File: src/rtl/uart_rx_frontend.sv
// 8N1 UART receiver: 2-flop RXD synchronizer, deframing FSM and a one-entry valid/ready holding register.
// Define UART_RX_PARITY_EN for 8E1 frames (extra even-parity bit between data and stop).
module uart_rx_frontend #(
  parameter int CLK_FREQ_HZ = 10000000,
  parameter int BAUD_RATE   = 115200
) (
  input  logic       CLK,
  input  logic       RESET,
  input  logic       RXD,
  output logic [7:0] RX_DATA,
  output logic       RX_VALID,
  input  logic       RX_READY,
  output logic       FRAME_ERR,
  output logic       OVERRUN,
  output logic       BUSY
);

  localparam int CLKS_PER_BIT = CLK_FREQ_HZ / BAUD_RATE;
  localparam int CW           = $clog2(CLKS_PER_BIT);
  localparam logic [CW-1:0] LAST_CNT = CW'(CLKS_PER_BIT - 1);
  localparam logic [CW-1:0] HALF_CNT = CW'(CLKS_PER_BIT / 2 - 1);

  typedef enum logic [2:0] {
    S_IDLE,
    S_START,
    S_DATA,
`ifdef UART_RX_PARITY_EN
    S_PARITY,
`endif
    S_STOP,
    S_WAIT_HIGH
  } state_t;

  state_t        state, state_n;
  logic          rx_meta, rxs;
  logic [CW-1:0] clk_cnt, clk_cnt_n;
  logic [2:0]    bit_cnt, bit_cnt_n;
  logic [7:0]    shift, shift_n;
  logic          byte_done, ferr_n;
`ifdef UART_RX_PARITY_EN
  logic          par_err, par_err_n;
`endif

  // RXD is asynchronous; the synchronizer resets to the idle level
  always_ff @(posedge CLK or negedge RESET) begin
    if (!RESET) begin
      rx_meta <= 1'b1;
      rxs     <= 1'b1;
    end else begin
      rx_meta <= RXD;
      rxs     <= rx_meta;
    end
  end

  always_ff @(posedge CLK or negedge RESET) begin
    if (!RESET) begin
      state   <= S_IDLE;
      clk_cnt <= '0;
      bit_cnt <= '0;
      shift   <= '0;
`ifdef UART_RX_PARITY_EN
      par_err <= 1'b0;
`endif
    end else begin
      state   <= state_n;
      clk_cnt <= clk_cnt_n;
      bit_cnt <= bit_cnt_n;
      shift   <= shift_n;
`ifdef UART_RX_PARITY_EN
      par_err <= par_err_n;
`endif
    end
  end

  always_comb begin
    state_n   = state;
    clk_cnt_n = clk_cnt;
    bit_cnt_n = bit_cnt;
    shift_n   = shift;
    byte_done = 1'b0;
    ferr_n    = 1'b0;
`ifdef UART_RX_PARITY_EN
    par_err_n = par_err;
`endif
    case (state)
      S_IDLE: begin
        if (!rxs) begin
          state_n   = S_START;
          clk_cnt_n = '0;
        end
      end
      S_START: begin
        // a start bit that is already high at mid-bit is treated as a glitch
        if (clk_cnt == HALF_CNT) begin
          clk_cnt_n = '0;
          bit_cnt_n = '0;
          state_n   = rxs ? S_IDLE : S_DATA;
        end else begin
          clk_cnt_n = clk_cnt + 1'b1;
        end
      end
      S_DATA: begin
        if (clk_cnt == LAST_CNT) begin
          clk_cnt_n = '0;
          shift_n   = {rxs, shift[7:1]};
          bit_cnt_n = bit_cnt + 1'b1;
`ifdef UART_RX_PARITY_EN
          if (bit_cnt == 3'd7) state_n = S_PARITY;
`else
          if (bit_cnt == 3'd7) state_n = S_STOP;
`endif
        end else begin
          clk_cnt_n = clk_cnt + 1'b1;
        end
      end
`ifdef UART_RX_PARITY_EN
      S_PARITY: begin
        if (clk_cnt == LAST_CNT) begin
          clk_cnt_n = '0;
          par_err_n = ^{shift, rxs};
          state_n   = S_STOP;
        end else begin
          clk_cnt_n = clk_cnt + 1'b1;
        end
      end
`endif
      S_STOP: begin
        if (clk_cnt == LAST_CNT) begin
          clk_cnt_n = '0;
          if (!rxs) begin
            ferr_n  = 1'b1;
            state_n = S_WAIT_HIGH;
          end else begin
            state_n = S_IDLE;
`ifdef UART_RX_PARITY_EN
            if (par_err) ferr_n = 1'b1;
            else         byte_done = 1'b1;
`else
            byte_done = 1'b1;
`endif
          end
        end else begin
          clk_cnt_n = clk_cnt + 1'b1;
        end
      end
      S_WAIT_HIGH: begin
        // hold here through a break so it never decodes as bytes
        if (rxs) state_n = S_IDLE;
      end
      default: state_n = S_IDLE;
    endcase
  end

  // holding register: a new byte may replace one being accepted on the same edge
  always_ff @(posedge CLK or negedge RESET) begin
    if (!RESET) begin
      RX_DATA   <= '0;
      RX_VALID  <= 1'b0;
      FRAME_ERR <= 1'b0;
      OVERRUN   <= 1'b0;
    end else begin
      FRAME_ERR <= ferr_n;
      OVERRUN   <= 1'b0;
      if (byte_done) begin
        if (!RX_VALID || RX_READY) begin
          RX_DATA  <= shift;
          RX_VALID <= 1'b1;
        end else begin
          OVERRUN  <= 1'b1;
        end
      end else if (RX_VALID && RX_READY) begin
        RX_VALID <= 1'b0;
      end
    end
  end

  assign BUSY = (state != S_IDLE);

endmodule
File: config.mk
export PLATFORM = sky130hd
export DESIGN_NAME = uart_rx_frontend
export DESIGN_NICKNAME = d
export VERILOG_FILES = /design/src/rtl/uart_rx_frontend.sv
export SDC_FILE = /design/constraint.sdc
export NUM_CORES = 1
export LEC_CHECK = 0
export BUFFER_PORTS_ARGS = -buffer_cell sky130_fd_sc_hd__buf_2
export CORE_ASPECT_RATIO = 1.2
export CORE_MARGIN = 5
export CORE_UTILIZATION = 35
export DETAILED_ROUTE_END_ITERATION = 8
export PLACE_DENSITY = 0.5
export SYNTH_ARGS = -nofsm -noshare
export SYNTH_HDL_FRONTEND = slang
export SYNTH_SLANG_ARGS = --single-unit
File: constraint.sdc
create_clock -name CLK -period 4.7 [get_ports CLK]
set_input_delay 0.235 -clock CLK [delete_from_list [all_inputs] [get_ports CLK]]
set_output_delay 0.235 -clock CLK [all_outputs]
set_load 0.02 [all_outputs]
## Word-level counts from Yosys, hierarchy flattened

Index checks and enable logic that the tools add are counted.

- Bits in registers: 34
- Input port bits: 4

- Mux-type cells: 27
- $add $sub $neg: 2
- Reductions and logical operators: 15
- Eq/ne operators: 14

Operators with widths:

| cell | number |
|---|---|
| 3-bit 2-to-1 mux | 9 |
| 7-bit 2-to-1 mux | 3 |
| 7-bit one-hot mux with 3 select lines | 1 |
| 3-bit one-hot mux with 5 select lines | 1 |
| 2-bit inequality test, second input constant | 6 |
| 1-bit 2-to-1 mux | 11 |
| 2-bit AND reduction | 4 |
| 7-bit by 1-bit adder with 7-bit output, second input constant | 1 |
| 7-bit by 6-bit == test with 1-bit output, second input constant | 1 |
| 7-bit == test, second input constant | 1 |
| 3-bit by 2-bit == test with 1-bit output, second input constant | 2 |
| 3-bit == test, second input constant | 2 |
| 3-bit one-hot mux with 2 select lines | 1 |
| 6-bit AND reduction | 1 |
| 3-bit nonzero test | 2 |
| 2-bit nonzero test | 2 |
| 3-bit by 1-bit adder with 3-bit output, second input constant | 1 |
| 3-bit by 1-bit == test with 1-bit output, second input constant | 1 |
| 3-bit logical NOT | 1 |
| 3-bit AND reduction | 1 |
| 2-bit 2-to-1 mux | 1 |
| 2-bit by 1-bit inequality test with 1-bit output, second input constant | 1 |
| 2-bit OR reduction | 1 |
| 1-bit logical AND | 1 |
| 2 further kinds | 2 |

## Longest topological paths before layout

- Depth in word-level cells: 5
- Depth in mapped cells: 8
- Depth with buffers taken out: 6

## Worst setup path before layout

Ideal clock, no wire load.

- Path kind: register to register
- From: register clk_cnt[1]
- To: register shift[0]
- Path buffers: 2
- Slack: 2961 ps
- Stages on the path, launching flop included: 9
- Arrival time: 1612 ps
- Library setup time: 128 ps
- Path through: dfrtp_1 inv_1 ha_1 and4b_1 buf_2 nand3_1 nor2_2 buf_4 mux2_1

- Cells in the longest elaborated chain, start to end: 2

Ends and longest elaborated chain:

| element | RTL line | RTL |
|---|---|---|
| start: declaration | 36 | `logic [CW-1:0] clk_cnt, clk_cnt_n;` |
| start signal: assignment | 66 | `clk_cnt <= clk_cnt_n;` |
| 7-bit == test | 103 | `if (clk_cnt == LAST_CNT) begin` |
| 2-bit AND reduction (no source line) | - |  |
| end signal: assignment | 68 | `shift <= shift_n;` |
| end: declaration | 38 | `logic [7:0] shift, shift_n;` |

Every way passes these cells.
A chain may end at the register's enable or synchronous reset.

## Worst setup path after layout

- From: register clk_cnt[1]
- To: register shift[7]

The elaborated chain is that of the path after synthesis.

==> impl_metrics.py <==
metrics = {
    "clock_network": {
        "cts_tree": "built",
        "post_cts_buffers": 0,
        "clockRootBuffer": "clkbuf_8",
        "ctsHtreeMaxLevel": 2,
        "clkTransAtPathRegs_ns": 0.06,
        "clock_path_buffers": 2,
        "cts_resized": 0,
        "cts_made_buffers": 5,
        "holdBufCountCts": 0,
        "insertion_delay_ns": 0.28,
        "cts_sinks": 34,
    },
    "synthesis": {
        "synth_nets": 140,
        "synth_cell_types": 41,
        "synth-seq-cells": 34,
        "ys_warn_count": 0,
        "syn_avg_cell_area_um2": 12.26,
        "async_reset_ff_share_pct": 100.0,
        "synth.cell_area_um2": 1607,
        "synth_edf_count": 0,
        "ys.flop_type": "dfrtp_1",
        "netlist_instances": 131,
        "ys_seq_area_share_pct": 53.12,
    },
    "run_status": {
        "status": "complete, no violations",
    },
    "drt": {
        "dr.pass1.iters": 4,
        "drtIter0Drc": 43,
        "drc": 0,
        "vias": 1046,
        "drt-total-wl_mm": 2.785,
        "ant_nets": 0,
        "viasPerCell": 5.029,
        "detail_route.wl_per_cell_um": 13.39,
    },
    "grt": {
        "grt_pass1_wl_mm": 5.161,
        "grt_util_met2_pct": 17.31,
        "grt-ovfl-total": 0,
        "grt_pass1_vias": 1097,
        "busiest_layer": "met2",
        "met1_usage_pct": 12.94,
        "antenna_found_initial": 0,
        "met3_usage_pct": 3.713,
        "grtUsageTotal_pct": 10.78,
        "grt_max_degree": 35,
    },
    "critical_path": {
        "worstPathArrival_ns": 2.24,
        "path_buf_inv": 1,
        "crit_family": "simple AND/OR/NAND/NOR gates",
        "crit_required_ns": 4.87,
        "slowest_stage": "dfrtp_1",
        "path_class": "register to register",
        "cp_max_fo": 11,
        "startpoint_type": "register",
        "path_cells": "inv_1, ha_1, and4b_1, nand3_1, nor2_2, mux2_2",
        "cpPeakStageDelay_ns": 0.42,
        "endpoint_kind": "register",
    },
    "finish": {
        "fill_cells": 440,
        "antenna_cells": 0,
        "fin_util_pct": 40.22,
        "layout.cells.non_filler": 208,
        "design_area_um2": 1821,
        "drive_gt1_share_pct": 24.00,
        "syn_to_final_growth_pct": 13.32,
        "nets": 158,
    },
    "pwr": {
        "p_leak_nw": 0.9044,
        "p_seq_share_pct": 55.0,
        "power.density_nw_per_um2": 315.6,
        "intPower_uw": 437.5,
        "pwr-share-clk_pct": 37.5,
        "power_switching_uw": 137.1,
        "power_switching_share_pct": 23.86,
        "vdd_drop_max_uv": 137.0,
        "total_power_uw": 574.5,
        "combPwrFrac_pct": 7.5,
    },
    "placement": {
        "placed_area_um2": 1730,
        "port_buffers": 15,
        "hpwl_mm": 1.993,
        "dp.cells": 200,
        "globalplace.congestion": 0.8181,
    },
    "die": {
        "fp.dieW_um": 71.85,
        "pin_count": 16,
        "die-area_um2": 6050,
        "start_util_pct": 35.49,
        "rows": 27,
        "die_h_um": 84.22,
        "core_area_um2": 4527,
    },
    "timing": {
        "tns_ns": 0,
        "final.setup_skew_ns": 0.004375,
        "worst_pin_slew_ns": 0.7585,
        "slew_headroom_pct": 49.44,
        "rsz0062_at_grt": "false",
        "hold_violations": 0,
        "timing.final.max_slew_violations": 0,
        "max_freq_mhz": 482.7,
        "period_minus_slack_ns": 2.072,
        "finalSetupViolations": 0,
        "post-route-period-util_pct": 44.08,
    },
    "worst_hold_path": {
        "hold_class": "primary input to asynchronous set/reset pin",
    },
    "flow_run": {
        "cap_violations": 0,
    },
}
[power groups by stage]
stage | sequential, mW | combinational, mW | clock (mW)
after CTS | 0.316 | 0.0443 | 0.228
after global placement | 0.320 | 0.0426 | 0
final | 0.316 | 0.0430 | 0.215
after global routing | 0.318 | 0.0498 | 0.239
after detailed placement | 0.321 | 0.0439 | 0
after floorplan | 0.314 | 0.0358 | 0
[flip-flops by register name, summed over array words and instances (netlist names)]
signal     count
FRAME_ERR      1
shift          8
clk_cnt        7
OVERRUN        1
RX_DATA        8
bit_cnt        3
rx_meta        1
RX_VALID       1
rxs            1
state          3
[cells by family after synthesis]
logic type / synth area share (%)
buffers and inverters: 2.647
adder cells (fa/ha/maj): 3.894
flip-flops: 53.12
AND/OR/NAND/NOR: 15.97
AO/OA/AOI/OAI: 12.46
multiplexers: 11.92
[final timing paths]
kind | startpoint | endpoint | slack [ns] | cells past startpoint
worst max register to register | clk_cnt[1] | shift[7] | 2.63 | 6
max in group asynchronous | RESET | RX_DATA[6] | 4.19 | 1
min in group CLK | RXD | rx_meta | 0.05 | 1
worst max-delay path | clk_cnt[1] | shift[7] | 2.63 | 6
worst min register to register | rx_meta | rxs | 0.36 | 0
worst min-delay path | RESET | OVERRUN | 0.02 | 1
[synthesized netlist by cell type, types with 2 or more instances]
cell type / count / area [um2]
a21oi_1: 3 / 15.01
or2_2: 2 / 12.51
inv_1: 5 / 18.77
a22o_1: 2 / 17.52
nor2_2: 2 / 12.51
mux2_2: 2 / 22.52
buf_4: 2 / 15.01
nor2b_1: 3 / 18.77
o21ai_1: 3 / 15.01
o211ai_1: 7 / 52.55
dfrtp_1: 32 / 800.8
nand2_1: 11 / 41.29
nand2b_1: 3 / 18.77
nand3_1: 5 / 25.02
dfstp_2: 2 / 52.55
mux2_1: 15 / 168.9
nor2_1: 4 / 15.01
ha_1: 5 / 62.56
[worst register-to-register path: stages (launching register included)]
cell     delay (ns)
dfrtp_1        0.42
inv_1          0.08
ha_1           0.13
and4b_1        0.39
nand3_1        0.14
nor2_2         0.42
mux2_2         0.39
[metrics by stage]
stage	hold WS, ns	worst slack [ns]
after floorplan	-0.06059	2.961
after global routing	0.03973	2.434
after CTS	0.03733	2.601
after detailed placement	0.3415	2.618
final	0.02425	2.628
after global placement	0.3401	2.668
[layout by cell type (no fill, tap or decap), types with 2 or more instances in the layout]
| master | n |
|---|---|
| ha_1 | 5 |
| nand2b_1 | 3 |
| nor2_1 | 4 |
| a21oi_1 | 3 |
| nor2b_1 | 3 |
| nand3_1 | 5 |
| or2_2 | 2 |
| dfstp_2 | 2 |
| dfrtp_1 | 32 |
| nor2_2 | 2 |
| a22o_1 | 2 |
| o21ai_1 | 3 |
| mux2_1 | 15 |
| o211ai_1 | 7 |
| mux2_2 | 2 |
| buf_2 | 15 |
| clkbuf_1 | 2 |
| nand2_1 | 11 |
| inv_1 | 5 |
| clkbuf_8 | 6 |
[layout make-up]
class	instances	area, um2	area share [%]
Sequential cell	34	853.3	46.87
Multi-Input combinational cell	88	710.7	39.04
Clock buffer	8	90.09	4.948
Timing Repair Buffer	15	75.07	4.124
Tap cell	58	72.57	3.986
Inverter	5	18.77	1.031
[metal layers]
metal,vias up,routed length (um)
met1,516,1250
li1,507,-
met4,0,59
met5,-,0
met3,7,112
met2,16,1363
No activity file was read; power rests on OpenSTA's default activity.
